[config.mk]
export PLATFORM = sky130hd
export DESIGN_NAME = rgb2yuv_arb
export DESIGN_NICKNAME = d
export VERILOG_FILES = /design/src/rtl/rgb2yuv_arb.sv
export SDC_FILE = /design/constraint.sdc
export NUM_CORES = 1
export LEC_CHECK = 0
export BUFFER_PORTS_ARGS = -buffer_cell sky130_fd_sc_hd__buf_2
export CAP_MARGIN = 20
export CORE_MARGIN = 10
export CORE_UTILIZATION = 46
export DETAILED_ROUTE_END_ITERATION = 16
export PLACE_DENSITY_LB_ADDON = 0.15
export SETUP_SLACK_MARGIN = 0.2
export SLEW_MARGIN = 20
export SYNTH_ARGS = -nofsm -noshare
export SYNTH_HDL_FRONTEND = slang
export SYNTH_SLANG_ARGS = --single-unit
[constraint.sdc]
create_clock -name clk -period 4.1 [get_ports clk]
set_input_delay 0.41 -clock clk [delete_from_list [all_inputs] [get_ports clk]]
set_output_delay 0.41 -clock clk [all_outputs]
set_load 0.02 [all_outputs]
[src/rtl/rgb2yuv_arb.sv]
// rgb2yuv_arb
// Round-robin burst arbiter sharing one rgb2yuv converter (1-cycle latency)
// between two RGB pixel requesters. Accepted pixels are issued to the
// converter and tagged with {id, last}. The tag rides a 2-stage shift
// register alongside the converter. Results land in a credit-protected output
// FIFO that feeds a valid/ready YUV stream.
//
// Parameters:
//   BURST      - max pixels accepted per grant (1..65535)
//   FIFO_DEPTH - output FIFO entries (power of two, >= 4)
//
// Ports:
//   clk                       rising-edge clock
//   rst                       asynchronous reset, ACTIVE-LOW
//   req0_valid/ready/rgb      requester 0 pixel stream, rgb = {R,G,B}
//   req1_valid/ready/rgb      requester 1 pixel stream
//   cvt_valid, cvt_R/G/B      to converter
//   cvt_Y/U/V, cvt_outvalid   from converter
//   out_valid/ready           output handshake
//   out_yuv                   {Y,U,V}
//   out_id                    requester the pixel came from
//   out_last                  pixel closed a count-terminated burst
//
// Optional feature: define RGB2YUV_ARB_STATS_EN to add the stat0_pix,
// stat1_pix and stat_stall counter outputs.

module rgb2yuv_arb #(
  parameter int BURST      = 64,
  parameter int FIFO_DEPTH = 4
) (
  input  logic        clk,
  input  logic        rst,
  input  logic        req0_valid,
  output logic        req0_ready,
  input  logic [23:0] req0_rgb,
  input  logic        req1_valid,
  output logic        req1_ready,
  input  logic [23:0] req1_rgb,
  output logic        cvt_valid,
  output logic [7:0]  cvt_R,
  output logic [7:0]  cvt_G,
  output logic [7:0]  cvt_B,
  input  logic [7:0]  cvt_Y,
  input  logic [7:0]  cvt_U,
  input  logic [7:0]  cvt_V,
  input  logic        cvt_outvalid,
  output logic        out_valid,
  input  logic        out_ready,
  output logic [23:0] out_yuv,
  output logic        out_id,
  output logic        out_last
`ifdef RGB2YUV_ARB_STATS_EN
  ,
  output logic [31:0] stat0_pix,
  output logic [31:0] stat1_pix,
  output logic [31:0] stat_stall
`endif
);

  localparam int AW = $clog2(FIFO_DEPTH);

  typedef enum logic [1:0] {IDLE, GRANT0, GRANT1} state_t;

  state_t      state_reg, state_next;
  logic        last_grant_reg, last_grant_next;
  logic [15:0] burst_cnt_reg, burst_cnt_next;

  logic        sel_id;
  logic        sel_valid;
  logic [23:0] sel_rgb;
  logic        accept;
  logic        acc_last;
  logic        burst_done;
  logic        credit_ok;

  // Tag pipeline: stage 0 is aligned with cvt_valid, stage 1 with cvt_outvalid.
  logic        tag0_id_reg, tag0_last_reg;
  logic        tag1_valid_reg, tag1_id_reg, tag1_last_reg;

  logic [25:0]   fifo_mem [FIFO_DEPTH];
  logic [AW-1:0] wr_ptr_reg, rd_ptr_reg;
  logic [AW:0]   fifo_count_reg;
  logic [AW+1:0] occupancy;
  logic          wr_en, rd_en;
  logic [25:0]   wr_data;

  assign sel_id     = (state_reg == GRANT1);
  assign sel_valid  = sel_id ? req1_valid : req0_valid;
  assign sel_rgb    = sel_id ? req1_rgb : req0_rgb;
  assign burst_done = (({1'b0, burst_cnt_reg} + 17'd1) == 17'(BURST));

  // The converter cannot be stalled, so every pixel already in the tag
  // pipeline must have a FIFO slot reserved before another is accepted.
  assign occupancy = {1'b0, fifo_count_reg}
                   + (AW+2)'(cvt_valid)
                   + (AW+2)'(tag1_valid_reg);
  assign credit_ok = (occupancy < (AW+2)'(FIFO_DEPTH));

  always_comb begin
    state_next      = state_reg;
    last_grant_next = last_grant_reg;
    burst_cnt_next  = burst_cnt_reg;
    req0_ready      = 1'b0;
    req1_ready      = 1'b0;
    accept          = 1'b0;
    acc_last        = 1'b0;
    case (state_reg)
      IDLE: begin
        if (req0_valid && req1_valid) begin
          // Contention: the requester that did not win last time goes next.
          state_next      = last_grant_reg ? GRANT0 : GRANT1;
          last_grant_next = ~last_grant_reg;
          burst_cnt_next  = '0;
        end else if (req0_valid) begin
          state_next      = GRANT0;
          last_grant_next = 1'b0;
          burst_cnt_next  = '0;
        end else if (req1_valid) begin
          state_next      = GRANT1;
          last_grant_next = 1'b1;
          burst_cnt_next  = '0;
        end
      end
      GRANT0, GRANT1: begin
        req0_ready = ~sel_id & credit_ok;
        req1_ready = sel_id & credit_ok;
        if (!sel_valid) begin
          state_next = IDLE;
        end else if (credit_ok) begin
          accept         = 1'b1;
          burst_cnt_next = burst_cnt_reg + 16'd1;
          if (burst_done) begin
            acc_last   = 1'b1;
            state_next = IDLE;
          end
        end
      end
      default: state_next = IDLE;
    endcase
  end

  always_ff @(posedge clk or negedge rst) begin
    if (!rst) begin
      state_reg      <= IDLE;
      last_grant_reg <= 1'b1;
      burst_cnt_reg  <= '0;
    end else begin
      state_reg      <= state_next;
      last_grant_reg <= last_grant_next;
      burst_cnt_reg  <= burst_cnt_next;
    end
  end

  // Converter issue stage and tag pipeline.
  always_ff @(posedge clk or negedge rst) begin
    if (!rst) begin
      cvt_valid      <= 1'b0;
      cvt_R          <= '0;
      cvt_G          <= '0;
      cvt_B          <= '0;
      tag0_id_reg    <= 1'b0;
      tag0_last_reg  <= 1'b0;
      tag1_valid_reg <= 1'b0;
      tag1_id_reg    <= 1'b0;
      tag1_last_reg  <= 1'b0;
    end else begin
      cvt_valid <= accept;
      if (accept) begin
        cvt_R         <= sel_rgb[23:16];
        cvt_G         <= sel_rgb[15:8];
        cvt_B         <= sel_rgb[7:0];
        tag0_id_reg   <= sel_id;
        tag0_last_reg <= acc_last;
      end
      tag1_valid_reg <= cvt_valid;
      tag1_id_reg    <= tag0_id_reg;
      tag1_last_reg  <= tag0_last_reg;
    end
  end

  // Output FIFO. A converter result without a matching tag is discarded.
  assign wr_en   = cvt_outvalid & tag1_valid_reg;
  assign rd_en   = out_valid & out_ready;
  assign wr_data = {cvt_Y, cvt_U, cvt_V, tag1_id_reg, tag1_last_reg};

  always_ff @(posedge clk or negedge rst) begin
    if (!rst) begin
      for (int i = 0; i < FIFO_DEPTH; i++) begin
        fifo_mem[i] <= '0;
      end
    end else if (wr_en) begin
      fifo_mem[wr_ptr_reg] <= wr_data;
    end
  end

  always_ff @(posedge clk or negedge rst) begin
    if (!rst) begin
      wr_ptr_reg     <= '0;
      rd_ptr_reg     <= '0;
      fifo_count_reg <= '0;
    end else begin
      if (wr_en) wr_ptr_reg <= wr_ptr_reg + AW'(1);
      if (rd_en) rd_ptr_reg <= rd_ptr_reg + AW'(1);
      case ({wr_en, rd_en})
        2'b10:   fifo_count_reg <= fifo_count_reg + (AW+1)'(1);
        2'b01:   fifo_count_reg <= fifo_count_reg - (AW+1)'(1);
        default: fifo_count_reg <= fifo_count_reg;
      endcase
    end
  end

  // Head entry drives the outputs directly, so they stay put under backpressure.
  assign out_valid = (fifo_count_reg != '0);
  assign {out_yuv, out_id, out_last} = fifo_mem[rd_ptr_reg];

`ifdef RGB2YUV_ARB_STATS_EN
  always_ff @(posedge clk or negedge rst) begin
    if (!rst) begin
      stat0_pix  <= '0;
      stat1_pix  <= '0;
      stat_stall <= '0;
    end else begin
      if (accept && !sel_id)         stat0_pix  <= stat0_pix + 32'd1;
      if (accept && sel_id)          stat1_pix  <= stat1_pix + 32'd1;
      if (out_valid && !out_ready)   stat_stall <= stat_stall + 32'd1;
    end
  end
`endif

endmodule

* Word level (Yosys, flattened, before mapping)
Index checks and enable logic that the tools add are counted.
** Operators by class
- Reduce and logical (&&, ||, !) cells :: 11
- Order comparisons :: 4
- Bitwise operators :: 8
- Add/sub/neg operators :: 8
- Eq/ne operators :: 10
- Multiplexer cells :: 35
** Operator list (count)
- bitwise mux 104 bit :: 1
- two-way mux 16 bit :: 5
- two-way mux 26 bit :: 3
- binary-select mux 26 bit (select 2 bit) :: 1
- demux 26 bit (select 2 bit) :: 1
- case mux 16 bit (2 select lines) :: 1
- two-way mux 24 bit :: 1
- adder 16 x 1 -> 17 bit, second input constant :: 1
- equality test 17 x 7 -> 1 bit, second input constant :: 1
- adder 16 x 1 -> 16 bit, second input constant :: 1
- two-way mux 2 bit :: 7
- two-way mux 1 bit :: 13
- greater-or-equal comparator 3 bit, second input constant :: 2
- != test 3 bit, second input constant :: 2
- NOT 2 -> 3 bit :: 2
- case mux 3 bit (2 select lines) :: 1
- nonzero test 3 bit :: 2
- adder 2 x 1 -> 2 bit, second input constant :: 2
- adder 3 x 1 -> 4 bit :: 1
- adder 4 x 1 -> 4 bit :: 1
- bitwise AND 1 bit :: 4
- equality test 2 x 1 -> 1 bit, second input constant :: 2
- equality test 2 bit, second input constant :: 2
- less-than comparator 4 x 3 -> 1 bit, second input constant :: 1
- other kinds (14) :: 18
** Storage, ports and cells
- Flip-flop bits (word level) :: 160
- Input port bits :: 78

* Logic depth before layout (Yosys ltp)
Gate-level depths: netlist of the first run.
- Depth after elaboration :: 6
- Depth in mapped cells :: 11
- Mapped depth without buffers :: 9

* Least setup slack after synthesis of the first run
OpenSTA, ideal clock, no wires.
- Path type :: register -> register
- From :: register burst_cnt_reg[0]
- To :: register state_reg[0]
- Path buffers :: 1
- Data required time :: 3.967 ns
- Setup slack :: 1.721 ns
- Cell stages (with the launch flop) :: 9
- Data arrival time :: 2.246 ns
- Cell sequence :: dfrtp_1 -> ha_1 -> buf_2 -> nand3_4 -> nor4_1 -> xor2_1 -> or4_4 -> o211ai_1 -> o211ai_1
** On the way
- Cells in the longest elaborated chain, start to end :: 4
** Ends and longest elaborated chain
- from (decl) :: line 66 : logic [15:0] burst_cnt_reg, burst_cnt_next;
- from (signal assigned) :: line 150 : burst_cnt_reg <= burst_cnt_next;
- adder 16 x 1 -> 17 bit :: line 90 : assign burst_done = (({1'b0, burst_cnt_reg} + 17'd1) == 17'(BURST));
- equality test 17 x 7 -> 1 bit :: line 90
- != test 3 bit (no source line)
- AND reduction 3 bit (no source line)
- to (signal assigned) :: line 148 : state_reg <= state_next;
- to (decl) :: line 64 : state_t state_reg, state_next;
No other way between the ends.
A chain may end at the register's enable or synchronous reset.

* Worst setup path after layout of the first run
Ends and elaborated chain as after synthesis.

==> key figures, run 1 <==
Setup path
  – Arrival @ worst endpoint: 2.99 ns
  – Startpoint types: register
  – WP data required: 4.39 ns
  – CP Max Fanout: 10
  – Crit Path Category: register to register
  – Critical path endpoint category: register

Clock network
  – TritonCTS Buffers: 17
  – CTS Sinks: 160
  – Htree depth: 4
  – Clk_lat worst skew: 0.42 ns
  – CTS max path bufs: 2
  – Clock tree from TritonCTS: done
  – PostCTS Resize Cnt: 0
  – CTS clk-pin slew, worst paths: 0.06 ns
  – Post CTS Setup Buffer Count: 0
  – Hold-fix buffers, CTS: 0
  – Clock Tree Root: clkbuf_16

Logic synthesis
  – Top-count cell post-synth: dfrtp_1
  – Mapped Nets: 663
  – YS warnings: 0
  – Largest area contributor in the netlist: dfrtp_1
  – Yosys reg bits: 160
  – Syn Area/Cell: 13.1 µm²
  – Post-synth cell types: 54
  – Post-synth top flop: dfrtp_1
  – Cells after synthesis: 574
  – Area contributors post-synth: dfrtp_1 53%, mux2_2 16%, mux4_2 7.8%, mux2i_1 3.3%, o21ai_0 3.0%
  – Synth top area share: 0.527
  – EDFF count, synth: 0
  – Synth cell count leaders: 159 x dfrtp_1, 107 x mux2_2, 45 x o21ai_0, 39 x nand2_1, 26 x mux4_2
  – Post-synthesis sequential area ratio: 0.531
  – Cell Area, Synth: 7550 µm²
  – Synth async-reset ratio: 1.00

Placed design
  – Port Buffers: 131
  – DP Cell Count: 895
  – Placer Congestion: 0.803
  – DP HPWL: 11500 µm

Global routing
  – Initial antenna violation count: 0
  – First-pass GRT wire length: 27400 µm
  – Vias in the first global route: 5343
  – Gr usage total: 0.156
  – Largest net degree at the start of global routing: 119
  – Grt total ovfl: 0

Timing
  – Final setup fails: 0
  – Clock Skews: 0.00971 ns
  – Hold_ws: 0.101 ns
  – Worst-Margin Slew: 0.980 ns
  – RSZ-0062 raised after global routing: false
  – Rel. slew slack: 0.347
  – Setup_tns: 0 ns
  – Final min period: 2.70 ns
  – Slew Limit Fails: 0
  – Fin. Hold Viols: 0
  – Fmax: 370 MHz
  – Final period util: 0.659

Cells and area
  – Inserted Diodes: 0
  – Fin cells: 926
  – Fillers: 1385
  – Final core utilization: 0.563
  – Layout cells sized above 1: 0.445
  – Final #Nets: 787
  – Largest register FFs: 104
  – Layout Area Growth over Synthesis: 19.4%

Routing
  – Drt total wl: 17000 µm
  – Routed wire length per instance: 18.3 µm
  – # DRC: 0
  – 1st-iter DRT viols: 284
  – Vias per cell: 5.39
  – TritonRoute pass-1 iters: 4
  – Detail Route Antenna Nets: 0
  – Vias: 4995

Floorplanning
  – Initial core utilization: 0.472
  – Horiz. Die Dim: 148 µm
  – Cell Rows: 46
  – CORE AREA: 16000 µm²
  – Die footprint: 21900 µm²
  – Die Y-Extent: 148 µm
  – Io pins: 132

Job
  – Total of max-cap violations: 0

Power
  – Total leakage power: 4.33 nW
  – Pwr/cell area: 727 nW/µm²
  – Max VDD drop: 0.000326 V
  – Post-layout total power: 6.55 mW

Run status
  – Outcome: finished clean

Worst hold path
  – Hold Crit Class: primary input to asynchronous set/reset pin
## metrics by stage
step / setup WS (ns) / instance area (µm²)
after global routing: 1.26 / 9010
after floorplan: 1.72 / 7550
final: 1.40 / 9010
after detailed placement: 1.44 / 8390
after global placement: 1.58 / 8390
after CTS: 1.34 / 9010
## power by group
part / switching [mW] / total [mW] / internal (mW)
Sequential: 0.412 / 2.56 / 2.15
Clock: 0.621 / 1.69 / 1.07
Combinational: 1.20 / 2.30 / 1.10
## final timing paths
| check | from | to | slack, ns | cells after the start |
|---|---|---|---|---|
| setup / recovery | burst_cnt_reg[0] | state_reg[0] | 1.40 | 7 |
| hold / removal | rst | fifo_mem[86] | 0.10 | 1 |
| setup reg to reg | burst_cnt_reg[0] | state_reg[0] | 1.40 | 7 |
| hold reg to reg | tag0_last_reg | tag1_last_reg | 0.40 | 0 |
| max in group asynchronous | rst | fifo_mem[44] | 3.05 | 2 |
| min in group clk | req0_valid | last_grant_reg | 0.20 | 2 |
## cell usage in the layout (no fill, tap or decap), types with 3 or more instances in the layout
cell,n
buf_2,130
o211ai_1,3
nor2_1,23
nand2_1,39
a31oi_1,3
o31ai_1,4
mux4_2,26
nor3_1,5
inv_1,10
o21ai_0,45
nand2b_1,3
clkbuf_16,17
xor2_1,5
a21oi_1,9
clkinv_2,5
xnor2_1,4
nand3_1,10
a22o_1,3
buf_4,9
bufinv_16,5
mux2i_1,25
ha_1,10
mux2_2,107
dfrtp_1,158
nand4_1,3
or3_1,3
and3_1,5
nor4_1,3
## area by class of cell
class                      count  area [µm²]  area share
tap                          216         270      0.0300
sequential                   160        4010       0.445
clock inverter                12         191      0.0212
clock buffer                  19         433      0.0480
multi-input combinational    369        3340       0.371
timing repair buffer         140         732      0.0812
inverter                      10        37.5     0.00416
## cells by family after synthesis
family,Yosys count,share of synthesized area
xor gates and xnor gates,9,0.0104
and+or+nand+nor,109,0.0766
DFF,160,0.531
adders and majority gates,11,0.0192
muxes,158,0.270
buffers and inverters,45,0.0265
AOI/OAI and AO/OA,82,0.0661
## routing by layer
metal  GRT usage  up-vias  wire length (µm)
li1            -     2338                 -
met1       0.191     2517              7460
met2       0.257      124              8370
met3      0.0561       16              1000
met4      0.0401        0               149
met5           0        -                 0
## worst max-delay path, stage by stage, from the launching register on
cell      delay (ns)
dfrtp_1         0.48
ha_1            0.39
nand3_4         0.17
nor4_1          0.46
xor2_1          0.16
or4_4           0.59
o211ai_1        0.20
o211ai_1        0.12
No activity file was read; power rests on OpenSTA's default activity.
==> run 2, diff against run 1 <==
- clock period: 4.1 -> 2.2 ns (I/O delays scaled with it)
==> run 2 against run 1 <==
Effect of this change: core utilization increased by 6.9 points; sequential share of layout area is 4.8 points lower; power up 110%; combinational power grew to 2.6 times the previous value.
==> key figures, run 2 (synthesis gave the netlist of run 1 again) <==
Run status
  – Outcome: finished clean

Cells and area
  – Most frequent cells in the layout: 152 x dfrtp_1, 108 x buf_2, 106 x mux2_2
  – Multi-input gate area: 3540 µm² (+6.0%)
  – Final core utilization: 0.633 (+0.0693)
  – Layout cells sized above 1: 0.530 (+0.0853)
  – Register area: 4020 µm² (+0.25%)
  – Post-route cell area: 10100 µm² (+12%)
  – Most common cell after layout, fill and taps aside: dfrtp_1
  – Inserted Diodes: 0 (unchanged)
  – Final #Nets: 849 (+7.9%)
  – Layout Area Growth over Synthesis: 34.1%
  – Fillers: 1250 (-9.7%)
  – Fin cells: 989 (+6.8%)
  – Largest register FFs: 104 (unchanged)

Global routing
  – Grt total ovfl: 0 (unchanged)
  – Gr usage total: 0.169 (+0.0131)
  – First-pass GRT wire length: 29900 µm (+8.9%)
  – Vias in the first global route: 5824 (+9.0%)
  – Largest net degree at the start of global routing: 51 (-57%)
  – Initial antenna violation count: 1 (+1)

Timing
  – Final period util: 0.948
  – Worst-Margin Slew: 0.449 ns (-0.531 ns)
  – Slew Limit Fails: 0 (unchanged)
  – Fin. Hold Viols: 0 (unchanged)
  – Clock Skews: 0.0111 ns (+0.00135 ns)
  – Hold_ws: 0.0535 ns (-0.0475 ns)
  – Rel. slew slack: 0.701 (+0.354)
  – Final min period: 2.08 ns
  – RSZ-0062 raised after global routing: true
  – Final setup fails: 0 (unchanged)
  – Fmax: 480 MHz
  – Fin worst setup slack: 0.115 ns (-1.28 ns)

Floorplanning
  – Die Y-Extent: 148 µm (unchanged)
  – Io pins: 132 (unchanged)
  – Horiz. Die Dim: 148 µm (unchanged)
  – Cell Rows: 46 (unchanged)
  – Die footprint: 21900 µm² (unchanged)
  – CORE AREA: 16000 µm² (unchanged)
  – Initial core utilization: 0.472 (unchanged)

Setup path
  – Critical path endpoint category: primary output
  – Crit-path max cell delay: 0.38 ns (-0.21 ns)
  – Critical Path Stages: 6 (-1)
  – CP max stage cell: dfrtp_1
  – CP Cell Sequence: ha_1, a21o_1, a21oi_2, buf_4, and3_4, buf_6
  – Startpoint types: register
  – Arrival @ worst endpoint: 1.86 ns (-1.13 ns)
  – R2R depth: 7 (unchanged)
  – Crit Path Category: register to primary output
  – CP Max Fanout: 3 (-7)
  – WP data required: 1.98 ns (-2.41 ns)
  – Delay-heaviest family, CP: flip-flops
  – Buf+Inv Stages, Crit Path: 2 (+2)

Power
  – Max VDD drop: 0.000757 V (+130%)
  – Total leakage power: 4.85 nW (+12%)
  – Pwr/cell area: 1350 nW/µm² (+85%)

Job
  – Total of max-cap violations: 0 (unchanged)

Placed design
  – DP Cell Count: 915 (+2.2%)
  – Cell Area, Placed: 8670 µm² (+3.4%)
  – Placer Congestion: 0.864 (+7.6%)
  – DP Worst Slack: -0.0146 ns (-1.45 ns)
  – DP HPWL: 12200 µm (+5.8%)
  – Port Buffers: 131 (unchanged)

Routing
  – Vias: 5335 (+6.8%)
  – Vias per cell: 5.39 (about the same)
  – Detail Route Antenna Nets: 0 (unchanged)
  – # DRC: 0 (unchanged)
  – 1st-iter DRT viols: 342 (+20%)
  – Drt total wl: 18500 µm (+9.0%)
  – Routed wire length per instance: 18.7 µm (+2.0%)
  – TritonRoute pass-1 iters: 4 (unchanged)

Clock network
  – Clock tree from TritonCTS: done
  – CTS max path bufs: 2 (unchanged)
  – Clock Tree Root: clkbuf_16
  – TritonCTS Buffers: 17 (unchanged)
  – CTS Sinks: 160 (unchanged)
  – Clk_lat worst skew: 0.42 ns (about the same)
  – CTS clk-pin slew, worst paths: 0.06 ns (about the same)
  – Htree depth: 4 (unchanged)

Worst hold path
  – Hold path depth: 2
  – Hold Crit Class: primary input to register
-- run 2: cell types whose count changed in the layout (fill, tap and decap cells not counted), moves of 6 or more --
cell     delta
buf_4      +34
buf_6      +27
buf_2      -22
buf_12     +12
o21ai_0    -11
o21ai_1     +9
dfrtp_1     -6
-- run 2: area by class of cell --
cell class / instances / share of cell area
inverters: 10 / 0.00396
repair buffers: 202 / 0.162
well taps: 216 / 0.0267
flip-flops and latches: 160 / 0.397
clock buffers: 25 / 0.0509
clock inverters: 7 / 0.00964
multi-input cells: 369 / 0.350
-- run 2: layer usage --
layer	wire length, µm	track usage
met5	11	0
met3	958	0.0428
met1	7480	0.194
met4	350	0.0610
met2	9700	0.299
-- run 2: where the power goes --
group / leakage (nW) / internal, mW / switching, mW
logic: 2.48 / 3.22 / 2.78
clock network: 0.296 / 1.86 / 1.15
registers: 2.08 / 4.02 / 0.623
-- run 2: per-stage QoR --
step | total power [mW] | TNS [ns]
after floorplan | 7.83 | 0
after global placement | 9.22 | 0
after detailed placement | 9.43 | -0.0222
after CTS | 13.4 | 0
after global routing | 14.4 | -0.0163
final | 13.6 | 0
-- run 2: final timing paths --
check | startpoint | to | slack [ns]
max | tag1_valid_reg | req1_ready | 0.12
min | req0_valid | last_grant_reg | 0.05
max reg2reg | burst_cnt_reg[0] | state_reg[1] | 0.13
min reg2reg | tag0_id_reg | tag1_id_reg | 0.38
max in group asynchronous | rst | last_grant_reg | 1.20
min in group asynchronous | rst | fifo_mem[37] | 0.30
-- run 2: repair_timing --
action / 4_1_cts / 5_1_grt
pin swaps: 10 / 10
hold buffers: 1 / 0
setup buffers: 24 / 12
gates resized for setup: 71 / 42
cloned: 3 / 2
endpoints found under the setup margin: 37 / 56
hold endpoints to repair: 44 / 0
